$ cat src/rtl/pc_seq_ctrl.sv
// Multi-cycle PC sequencing controller: FETCH/DECODE/EXEC with a two-cycle exception entry.
// Optional EXC_COUNT_EN macro adds a saturating 8-bit exception counter output exc_cnt.
module pc_seq_ctrl (
   input  logic       clk,
   input  logic       reset,
   input  logic       mem_ready,
   input  logic [2:0] op_kind,
   input  logic       br_taken,
   input  logic       ovf,
   input  logic       bad_op,
   output logic [2:0] muxFlag,
   output logic       pcWrite,
   output logic       irWrite,
   output logic       epcWrite,
   output logic       causeWrite,
   output logic [1:0] cause,
   output logic       busy
`ifdef EXC_COUNT_EN
   ,
   output logic [7:0] exc_cnt
`endif
);

   localparam int unsigned MUX_W   = 3;
   localparam int unsigned CAUSE_W = 2;
   localparam int unsigned CNT_W   = 8;

   localparam logic [MUX_W-1:0] MUX_PC4  = MUX_W'(0);
   localparam logic [MUX_W-1:0] MUX_BR   = MUX_W'(1);
   localparam logic [MUX_W-1:0] MUX_JMP  = MUX_W'(2);
   localparam logic [MUX_W-1:0] MUX_EPC  = MUX_W'(3);
   localparam logic [MUX_W-1:0] MUX_EVEC = MUX_W'(4);

   localparam logic [CAUSE_W-1:0] CAUSE_NONE = CAUSE_W'(0);
   localparam logic [CAUSE_W-1:0] CAUSE_OVF  = CAUSE_W'(1);
   localparam logic [CAUSE_W-1:0] CAUSE_ILL  = CAUSE_W'(2);

   typedef enum logic [2:0] {
      S_FETCH    = 3'd0,
      S_DECODE   = 3'd1,
      S_EXEC     = 3'd2,
      S_EXC_SAVE = 3'd3,
      S_EXC_JUMP = 3'd4
   } state_t;

   state_t             state_q, state_d;
   logic [CAUSE_W-1:0] cause_q, cause_d;
   logic [MUX_W-1:0]   mux_c;
   logic               pc_wr_c, ir_wr_c, epc_wr_c, cause_wr_c;
   logic               illegal_c, exc_enter_c;

   // State and latched cause registers
   always_ff @(posedge clk) begin
      if (reset) begin
         state_q <= S_FETCH;
         cause_q <= CAUSE_NONE;
      end else begin
         state_q <= state_d;
         cause_q <= cause_d;
      end
   end

   // Next-state and strobe decode
   always_comb begin
      state_d     = state_q;
      cause_d     = cause_q;
      mux_c       = MUX_PC4;
      pc_wr_c     = 1'b0;
      ir_wr_c     = 1'b0;
      epc_wr_c    = 1'b0;
      cause_wr_c  = 1'b0;
      exc_enter_c = 1'b0;
      illegal_c   = bad_op | op_kind[2];

      case (state_q)
         S_FETCH: begin
            if (mem_ready) begin
               ir_wr_c = 1'b1;
               pc_wr_c = 1'b1;
               state_d = S_DECODE;
            end
         end
         S_DECODE: state_d = S_EXEC;
         S_EXEC: begin
            if (illegal_c || ovf) begin
               // Illegal-op outranks overflow when both fire together
               exc_enter_c = 1'b1;
               cause_d     = illegal_c ? CAUSE_ILL : CAUSE_OVF;
               state_d     = S_EXC_SAVE;
            end else begin
               case (op_kind[1:0])
                  2'd1: begin
                     if (br_taken) begin
                        mux_c   = MUX_BR;
                        pc_wr_c = 1'b1;
                     end
                  end
                  2'd2: begin
                     mux_c   = MUX_JMP;
                     pc_wr_c = 1'b1;
                  end
                  2'd3: begin
                     mux_c   = MUX_EPC;
                     pc_wr_c = 1'b1;
                  end
                  default: ;
               endcase
               state_d = S_FETCH;
            end
         end
         S_EXC_SAVE: begin
            epc_wr_c   = 1'b1;
            cause_wr_c = 1'b1;
            state_d    = S_EXC_JUMP;
         end
         S_EXC_JUMP: begin
            mux_c   = MUX_EVEC;
            pc_wr_c = 1'b1;
            state_d = S_FETCH;
         end
         default: state_d = S_FETCH;
      endcase
   end

   // Reset forces every output quiet, whatever state the FSM is in
   assign muxFlag    = reset ? MUX_PC4 : mux_c;
   assign pcWrite    = ~reset & pc_wr_c;
   assign irWrite    = ~reset & ir_wr_c;
   assign epcWrite   = ~reset & epc_wr_c;
   assign causeWrite = ~reset & cause_wr_c;
   assign cause      = reset ? CAUSE_NONE : cause_q;
   assign busy       = ~reset & (state_q != S_FETCH);

`ifdef EXC_COUNT_EN
   logic [CNT_W-1:0] cnt_q;

   // Saturating count of exception entries
   always_ff @(posedge clk) begin
      if (reset) begin
         cnt_q <= '0;
      end else if (exc_enter_c && (cnt_q != {CNT_W{1'b1}})) begin
         cnt_q <= cnt_q + CNT_W'(1);
      end
   end

   assign exc_cnt = cnt_q;
`else
   logic unused_exc_enter;
   assign unused_exc_enter = exc_enter_c;
`endif

endmodule

$ cat config.mk
export PLATFORM = sky130hd
export DESIGN_NAME = pc_seq_ctrl
export DESIGN_NICKNAME = d
export VERILOG_FILES = /design/src/rtl/pc_seq_ctrl.sv
export SDC_FILE = /design/constraint.sdc
export NUM_CORES = 1
export LEC_CHECK = 0
export BUFFER_PORTS_ARGS = -buffer_cell sky130_fd_sc_hd__buf_2
export CAP_MARGIN = 40
export CORE_AREA = 2 2 39 41
export CTS_CLUSTER_DIAMETER = 50
export DETAILED_ROUTE_END_ITERATION = 6
export DIE_AREA = 0 0 41 43
export PLACE_DENSITY = 0.52
export SKIP_CTS_REPAIR_TIMING = 1
export SYNTH_ARGS = -nofsm -noshare
export SYNTH_HDL_FRONTEND = slang
export SYNTH_SLANG_ARGS = --single-unit
$ cat constraint.sdc
create_clock -name clk -period 1 [get_ports clk]
set_input_delay 0.1 -clock clk [delete_from_list [all_inputs] [get_ports clk]]
set_output_delay 0.1 -clock clk [all_outputs]
set_load 0.02 [all_outputs]
[Yosys cells after proc, flatten, opt, wreduce, memory -nomap -nowiden]
Index checks and enable logic that the tools add are counted.
Word-level totals
  bits of input ports: 9
  word-level logic and storage cells: 38
  output and inout port bits: 10
  register bits after elaboration: 5
Operators by class
  equality and inequality tests: 8
  bitwise logic cells: 6
  reductions and logical operators: 5
  mux-type cells: 17
Operator list (number)
  $pmux 3 s4: 1
  $mux 2: 4
  $eq 3x2->1 const B: 2
  $mux 1: 6
  $mux 3: 2
  $pmux 2 s3: 1
  $pmux 3 s2: 1
  $and 1x1->1: 4
  $eq 2x2->1 const B: 2
  $eq 3x1->1 const B: 1
  $eq 3x3->1 const B: 1
  $logic_not 3->1: 1
  $pmux 1 s3: 1
  $reduce_bool 3->1: 1
  $eq 2x1->1 const B: 1
  $ne 2x2->1 const B: 1
  $pmux 1 s2: 1
  $reduce_and 2->1: 1
  $reduce_or 2->1: 1
  $logic_or 1x1->1: 1
  $not 1->1: 1
  $or 1x1->1: 1

[Longest topological paths before layout]
Gate-level depths: netlist of the first run.
  depth in word-level cells: 6
  depth in mapped cells: 4
  depth with buffers taken out: 3

[Worst setup path after synthesis of the first run]
No wires, ideal clock.
  kind: register -> output
  start point: register state_q[1]
  end point: output epcWrite
  setup slack: -0.444 ns
  cell stages (with the launch flop): 5
  required time: 0.900 ns
  arrival time: 1.344 ns
  buffers on the path: 2
  cells stage by stage: dfxtp_1 -> buf_2 -> nand2_1 -> nor3_1 -> buf_4
On the way
  longest elaborated chain between the ends: 3
Ends and longest elaborated chain
  start, declared: RTL line 46  | state_t state_q, state_d;
  start signal, assigned: RTL line 58  | state_q <= state_d;
  $eq 3x2->1
  $mux 1
  $and 1x1->1
  end, declared: RTL line 14  | output logic epcWrite,
No other way between the ends.

[Final worst setup path of the first run]
  start point: register state_q[0]
  end point: output pcWrite
On the way
  longest elaborated chain between the ends: 3
  elaborated cells on any way between the ends: 5
  those cells by class: eq/ne: 2; mux: 1; bitwise: 1; reduce/logical: 1
Ends and longest elaborated chain
  $eq 3x3->1 (tied with other cells): RTL line 75  | case (state_q)
  $pmux 1 s3 (*): RTL line 75
  $and 1x1->1 (*): RTL line 127  | assign pcWrite = ~reset & pc_wr_c;
  end, declared: RTL line 12  | output logic pcWrite,
Every way passes the cells marked *; elsewhere a longest branch is shown, timed or not.

==> impl_metrics.env, run 1 <==
export IMPL_power_leakage_nw=0.3054
export IMPL_insertion_delay_ps=240
export IMPL_start_kind="register"
export IMPL_synth_area_per_cell_um2=8.133
export IMPL_regToRegSetupSlack_ps=-30
export IMPL_drv_max_cap_violation_count=0
export IMPL_worstPathRequired_ps=900
export IMPL_wire_per_inst_um=10.54
export IMPL_dp_hpwl_um=723.4
export IMPL_syn_num_nets=49
export IMPL_hold_viol=0
export IMPL_synth_seq_cells=5
export IMPL_core_area_mm2=0.001384
export IMPL_clockBufferDepth=2
export IMPL_drt_iter0_drc=2
export IMPL_cp_end_kind="output pin"
export IMPL_rsz0062_at_grt="yes"
export IMPL_grt_ovfl_total=0
export IMPL_final_cell_mix="buf_4, buf_2, buf_6, clkbuf_4, dfxtp_4"
export IMPL_hold_class="in2reg"
export IMPL_first_pass_iters=3
export IMPL_outcome="finished, violations left"
export IMPL_cts_tree="built"
export IMPL_finalSetupViolations=10
export IMPL_fin_ws_ps=-356.1
export IMPL_violations="negative setup slack"
export IMPL_max_freq_mhz=737.4
export IMPL_area_growth_syn_to_layout_pct=106.9
export IMPL_fillers=132
export IMPL_final_common_cell="buf_4"
export IMPL_worstPathArrival_ps=1260
export IMPL_synth_seq_area_share=0.3077
export IMPL_routed_via_density=4.494
export IMPL_gp_congestion=0.7472
export IMPL_std_cell_rows=14
export IMPL_cts_sinks=5
export IMPL_fp_dieArea_mm2=0.001763
export IMPL_clock_skew_ps=2.387
export IMPL_grt_use_total=0.1396
export IMPL_cp_num_buf_inv=1
export IMPL_whs_ps=192.4
export IMPL_syn_inst=40
export IMPL_antenna_left=0
export IMPL_tightest_slew_ps=211.5
export IMPL_fin_nets=81
export IMPL_antenna_found_initial=0
export IMPL_die_w_um=41
export IMPL_max_slew_margin_rel=0.8575
export IMPL_slew_viol_final=0
export IMPL_critPathTopFamily="flip-flops"
export IMPL_start_util=0.2351
export IMPL_cts_buffers=3
export IMPL_post_place_ws_ps=-120.5
export IMPL_clkSlewWorstSetupHoldPaths_ps=50
export IMPL_pin_count=19
export IMPL_wirelength_um=917
export IMPL_drc=0
export IMPL_die_y_um=43
export IMPL_drive_gt1_frac=0.6901
export IMPL_grt_pass1_vias=364
export IMPL_grt_pass1_wl_um=1600
export IMPL_critical_path_max_stage_delay_ps=350
export IMPL_path_max_fanout=4
export IMPL_multiInputGateArea_um2=270.3
export IMPL_fin_crit_sh=1.356
export IMPL_crit_type="reg2out"
export IMPL_fin_area_um2=673.1
export IMPL_slowest_stage="dfxtp_4"
export IMPL_syn_area_um2=325.3
export IMPL_grt_max_degree=9
export IMPL_vdd_drop_max_mv=0.5091
export IMPL_htree_levels=1
export IMPL_cp_cell_sequence="nor2_4, nand4b_1, o21ai_2, buf_6"
export IMPL_via_count=391
export IMPL_cts_root_buffer="clkbuf_4"
export IMPL_powerDensity_mw_per_mm2=1019
export IMPL_synth_cell_types=25
export IMPL_port_buffers=18
export IMPL_layout_min_cycle_time_ps=1356
export IMPL_place_area_um2=563.0
export IMPL_seq_area_um2=111.4
export IMPL_ys_warnings_count=0
export IMPL_diodes=0
[cells by family (layout without fill, tap and decap cells)]
| logic type | Yosys count | count (layout) | share of synthesized area |
|---|---|---|---|
| buffers and inverters | 5 | 36 | 0.07307 |
| AOI/OAI and AO/OA | 10 | 10 | 0.2346 |
| and+or+nand+nor | 20 | 20 | 0.3846 |
| DFF | 5 | 5 | 0.3077 |
[worst register-to-register path, cell delays in order (launching register included)]
cell and delay [ps]:
dfxtp_4 360, buf_4 150, or2b_1 240, a211oi_2 200
[cell usage after synthesis (all sizes together)]
library cell,count,area share
dfxtp,5,0.31
or3b,1,0.027
o21ai,3,0.046
o211ai,1,0.023
and2,1,0.019
inv,2,0.023
buf,2,0.038
clkbuf,1,0.012
or2b,1,0.023
nand2,2,0.023
a21oi,2,0.031
a2111oi,1,0.046
nor2b,2,0.038
nor2,5,0.081
and3b,1,0.027
nor3,5,0.092
o31ai,1,0.023
a211oi,1,0.038
nand4b,1,0.027
nor4b,1,0.027
a31o,1,0.027
[report_power, final]
part / switching, W / internal, W / leakage, nW
combinational: 0.000106 / 0.000118 / 0.248
sequential: 0.0000155 / 0.000211 / 0.0429
clock: 0.0000843 / 0.000151 / 0.0150
[cell type report]
| class | count | share of cell area |
|---|---|---|
| Tap cell | 16 | 0.02974 |
| Inverter | 2 | 0.01115 |
| Timing Repair Buffer | 30 | 0.3532 |
| Multi-Input combinational cell | 30 | 0.4015 |
| Sequential cell | 5 | 0.1654 |
| Clock buffer | 4 | 0.03903 |
[state kept, by name, summed over array words and instances (netlist names)]
| register | count |
|---|---|
| state_q | 3 |
| cause_q | 2 |
[through the flow]
step	std cells	TNS [ps]	total power (W)	util
detailed placement	82	-376.8	0.0004230	0.4069
floorplan	40	-247.4	0.0003441	-
finish	87	-2329	0.0006860	0.4864
global route	87	-2963	0.0007417	0.4864
global placement	82	-266.1	0.0004226	0.4069
CTS	86	-2448	0.0006660	0.4259
[path summary, 6_finish.rpt]
check,cells past startpoint,end,start
max,4,pcWrite,state_q[0]$_SDFFE_PP0P_
min,3,state_q[0]$_SDFFE_PP0P_,reset
max reg2reg,3,state_q[1]$_SDFFE_PP0P_,state_q[0]$_SDFFE_PP0P_
min reg2reg,2,cause_q[1]$_SDFFE_PP0P_,cause_q[1]$_SDFFE_PP0P_
[metal layers]
layer / vias to the layer above / routed length (um) / track usage
li1: 205 / - / -
met1: 179 / 422 / 0.1801
met2: 5 / 449 / 0.1750
met3: 2 / 17 / 0.03141
met4: 0 / 27 / 0.1400
met5: - / 0 / 0
No activity file was read; power rests on OpenSTA's default activity.
==> run 2, diff against run 1 <==
PLACE_DENSITY = 0.56   (was 0.52)
==> run 2 against run 1 <==
The flow still finishes with violations (negative setup slack). Power is 2.6% higher. First-iteration DRC count grew to 4.0 times the previous value. Via count grew 4.6%. Worst setup slack better by 9.0 ps. Sequential share of layout area rose by 0.062 points. Critical path depth stayed put. Sequential power increased by 2%.
==> impl_metrics.env, run 2 (synthesis results as in run 1) <==
export IMPL_outcome="finished, violations left"
export IMPL_violations="negative setup slack"
export IMPL_path_max_fanout=3
export IMPL_final_cells=88
export IMPL_via_count=409
export IMPL_r2r_cells=3
export IMPL_post_place_ws_ps=-118.2
export IMPL_critical_path_max_stage_delay_ps=330
export IMPL_grt_max_degree=9
export IMPL_finalSetupViolations=10
export IMPL_std_cell_rows=14
export IMPL_max_slew_margin_rel=0.8527
export IMPL_grt_ovfl_total=0
export IMPL_insertion_delay_ps=250
export IMPL_layout_min_cycle_time_ps=1347
export IMPL_fin_ws_ps=-347.1
export IMPL_reg_top3="state_q x3, cause_q x2"
export IMPL_gp_congestion=0.6797
export IMPL_slew_viol_final=0
export IMPL_port_buffers=18
export IMPL_routed_via_density=4.648
export IMPL_pin_count=19
export IMPL_start_util=0.2351
export IMPL_cts_sinks=5
export IMPL_final_common_cell="buf_4"
export IMPL_wirelength_um=997
export IMPL_diodes=0
export IMPL_fin_crit_sh=1.347
export IMPL_largest_register="state_q"
export IMPL_first_pass_iters=3
export IMPL_cts_buffers=3
export IMPL_regToRegSetupSlack_ps=-20
export IMPL_drt_iter0_drc=8
export IMPL_rsz0062_at_grt="yes"
export IMPL_rr_endpoint="state_q[1]$_SDFFE_PP0P_"
export IMPL_critPathTopFamily="simple AND/OR/NAND/NOR gates"
export IMPL_cp_cell_sequence="nor2_4, nand4b_1, o21ai_2, buf_6"
export IMPL_worstPathArrival_ps=1250
export IMPL_antenna_found_initial=0
export IMPL_fin_nets=82
export IMPL_hold_class="in2reg"
export IMPL_antenna_left=0
export IMPL_start_kind="register"
export IMPL_dp_hpwl_um=721.5
export IMPL_placed_cells=81
export IMPL_grt_pass1_wl_um=1414
export IMPL_grt_use_total=0.1185
export IMPL_vdd_drop_max_mv=0.4205
export IMPL_hold_path_depth=3
export IMPL_drv_max_cap_violation_count=0
export IMPL_die_w_um=41
export IMPL_wire_per_inst_um=11.33
export IMPL_max_freq_mhz=742.3
export IMPL_crit_type="reg2out"
export IMPL_cts_tree="built"
export IMPL_cts_root_buffer="clkbuf_4"
export IMPL_holdPathEnd="state_q[0]$_SDFFE_PP0P_"
export IMPL_clockBufferDepth=2
export IMPL_cp_end_kind="output pin"
export IMPL_grt_pass1_vias=361
export IMPL_core_area_mm2=0.001384
export IMPL_drive_gt1_frac=0.7361
export IMPL_worstPathRequired_ps=900
export IMPL_tightest_slew_ps=218.6
export IMPL_fp_dieArea_mm2=0.001763
export IMPL_powerDensity_mw_per_mm2=1050
export IMPL_crit_cells=4
export IMPL_die_y_um=43
export IMPL_cp_num_buf_inv=1
export IMPL_hold_viol=0
export IMPL_hold_start="reset"
export IMPL_clock_skew_ps=0.5777
export IMPL_clkSlewWorstSetupHoldPaths_ps=40
export IMPL_worstReg2RegStart="state_q[0]$_SDFFE_PP0P_"
export IMPL_power_leakage_nw=0.3077
export IMPL_largest_reg_flops=3
export IMPL_slowest_stage="dfxtp_2"
export IMPL_area_growth_syn_to_layout_pct=106.2
export IMPL_drc=0
export IMPL_htree_levels=1
export IMPL_final_cell_mix="buf_4, buf_2, buf_6, dfxtp_2, clkbuf_4"
-- run 2: metrics by stage --
stage | hold WS, ps | setup TNS, ps | utilization | power (W) | area, um^2
5_1_grt | 209.3 | -2858 | 0.4846 | 0.0007476 | 670.6
4_1_cts | 174.4 | -2506 | 0.4114 | 0.0006637 | 569.3
3_3_place_gp | 429.1 | -299.2 | 0.3924 | 0.0004182 | 543.0
2_1_floorplan | 303.3 | -247.4 | - | 0.0003441 | 384.1
6_report | 189.7 | -2203 | 0.4846 | 0.0007041 | 670.6
3_5_place_dp | 433.4 | -407.3 | 0.3924 | 0.0004188 | 543.0
-- run 2: tightest hold or removal path, cell delays in order --
cell and delay (ps):
buf_2 110, buf_4 140, a2111oi_4 50
-- run 2: how the worst max path moves through the flow --
stage / startpoint / end / slack [ps]
3_5_place_dp: state_q[0]$_SDFFE_PP0P_ / pcWrite / -120
3_3_place_gp: state_q[1]$_SDFFE_PP0P_ / pcWrite / -90
4_1_cts: state_q[0]$_SDFFE_PP0P_ / pcWrite / -380
5_1_grt: state_q[2]$_SDFFE_PP0P_ / pcWrite / -410
2_1_floorplan: state_q[1]$_SDFFE_PP0P_ / epcWrite / -80
6_report: state_q[2]$_SDFFE_PP0P_ / pcWrite / -350
-- run 2: power breakdown --
group          internal, W  leakage [nW]  switching [W]  total (W)
sequential        0.000214        0.0436      0.0000161   0.000230
combinational     0.000126         0.249       0.000109   0.000234
clock             0.000151        0.0150      0.0000885   0.000240
total             0.000491         0.308       0.000213   0.000704
-- run 2: cell type report --
class	count	area, um^2
Clock buffer	4	26.28
Fill cell	135	713.2
Inverter	2	7.507
Multi-Input combinational cell	30	269.0
Sequential cell	5	111.4
Tap cell	16	20.02
Timing Repair Buffer	31	236.5
-- run 2: layer usage --
layer	global-route usage	share of wire	up-vias
met5	0	0	-
met3	0.03141	0.051	2
met2	0.1625	0.49	10
li1	-	-	207
met1	0.1543	0.44	190
met4	0.08000	0.016	0
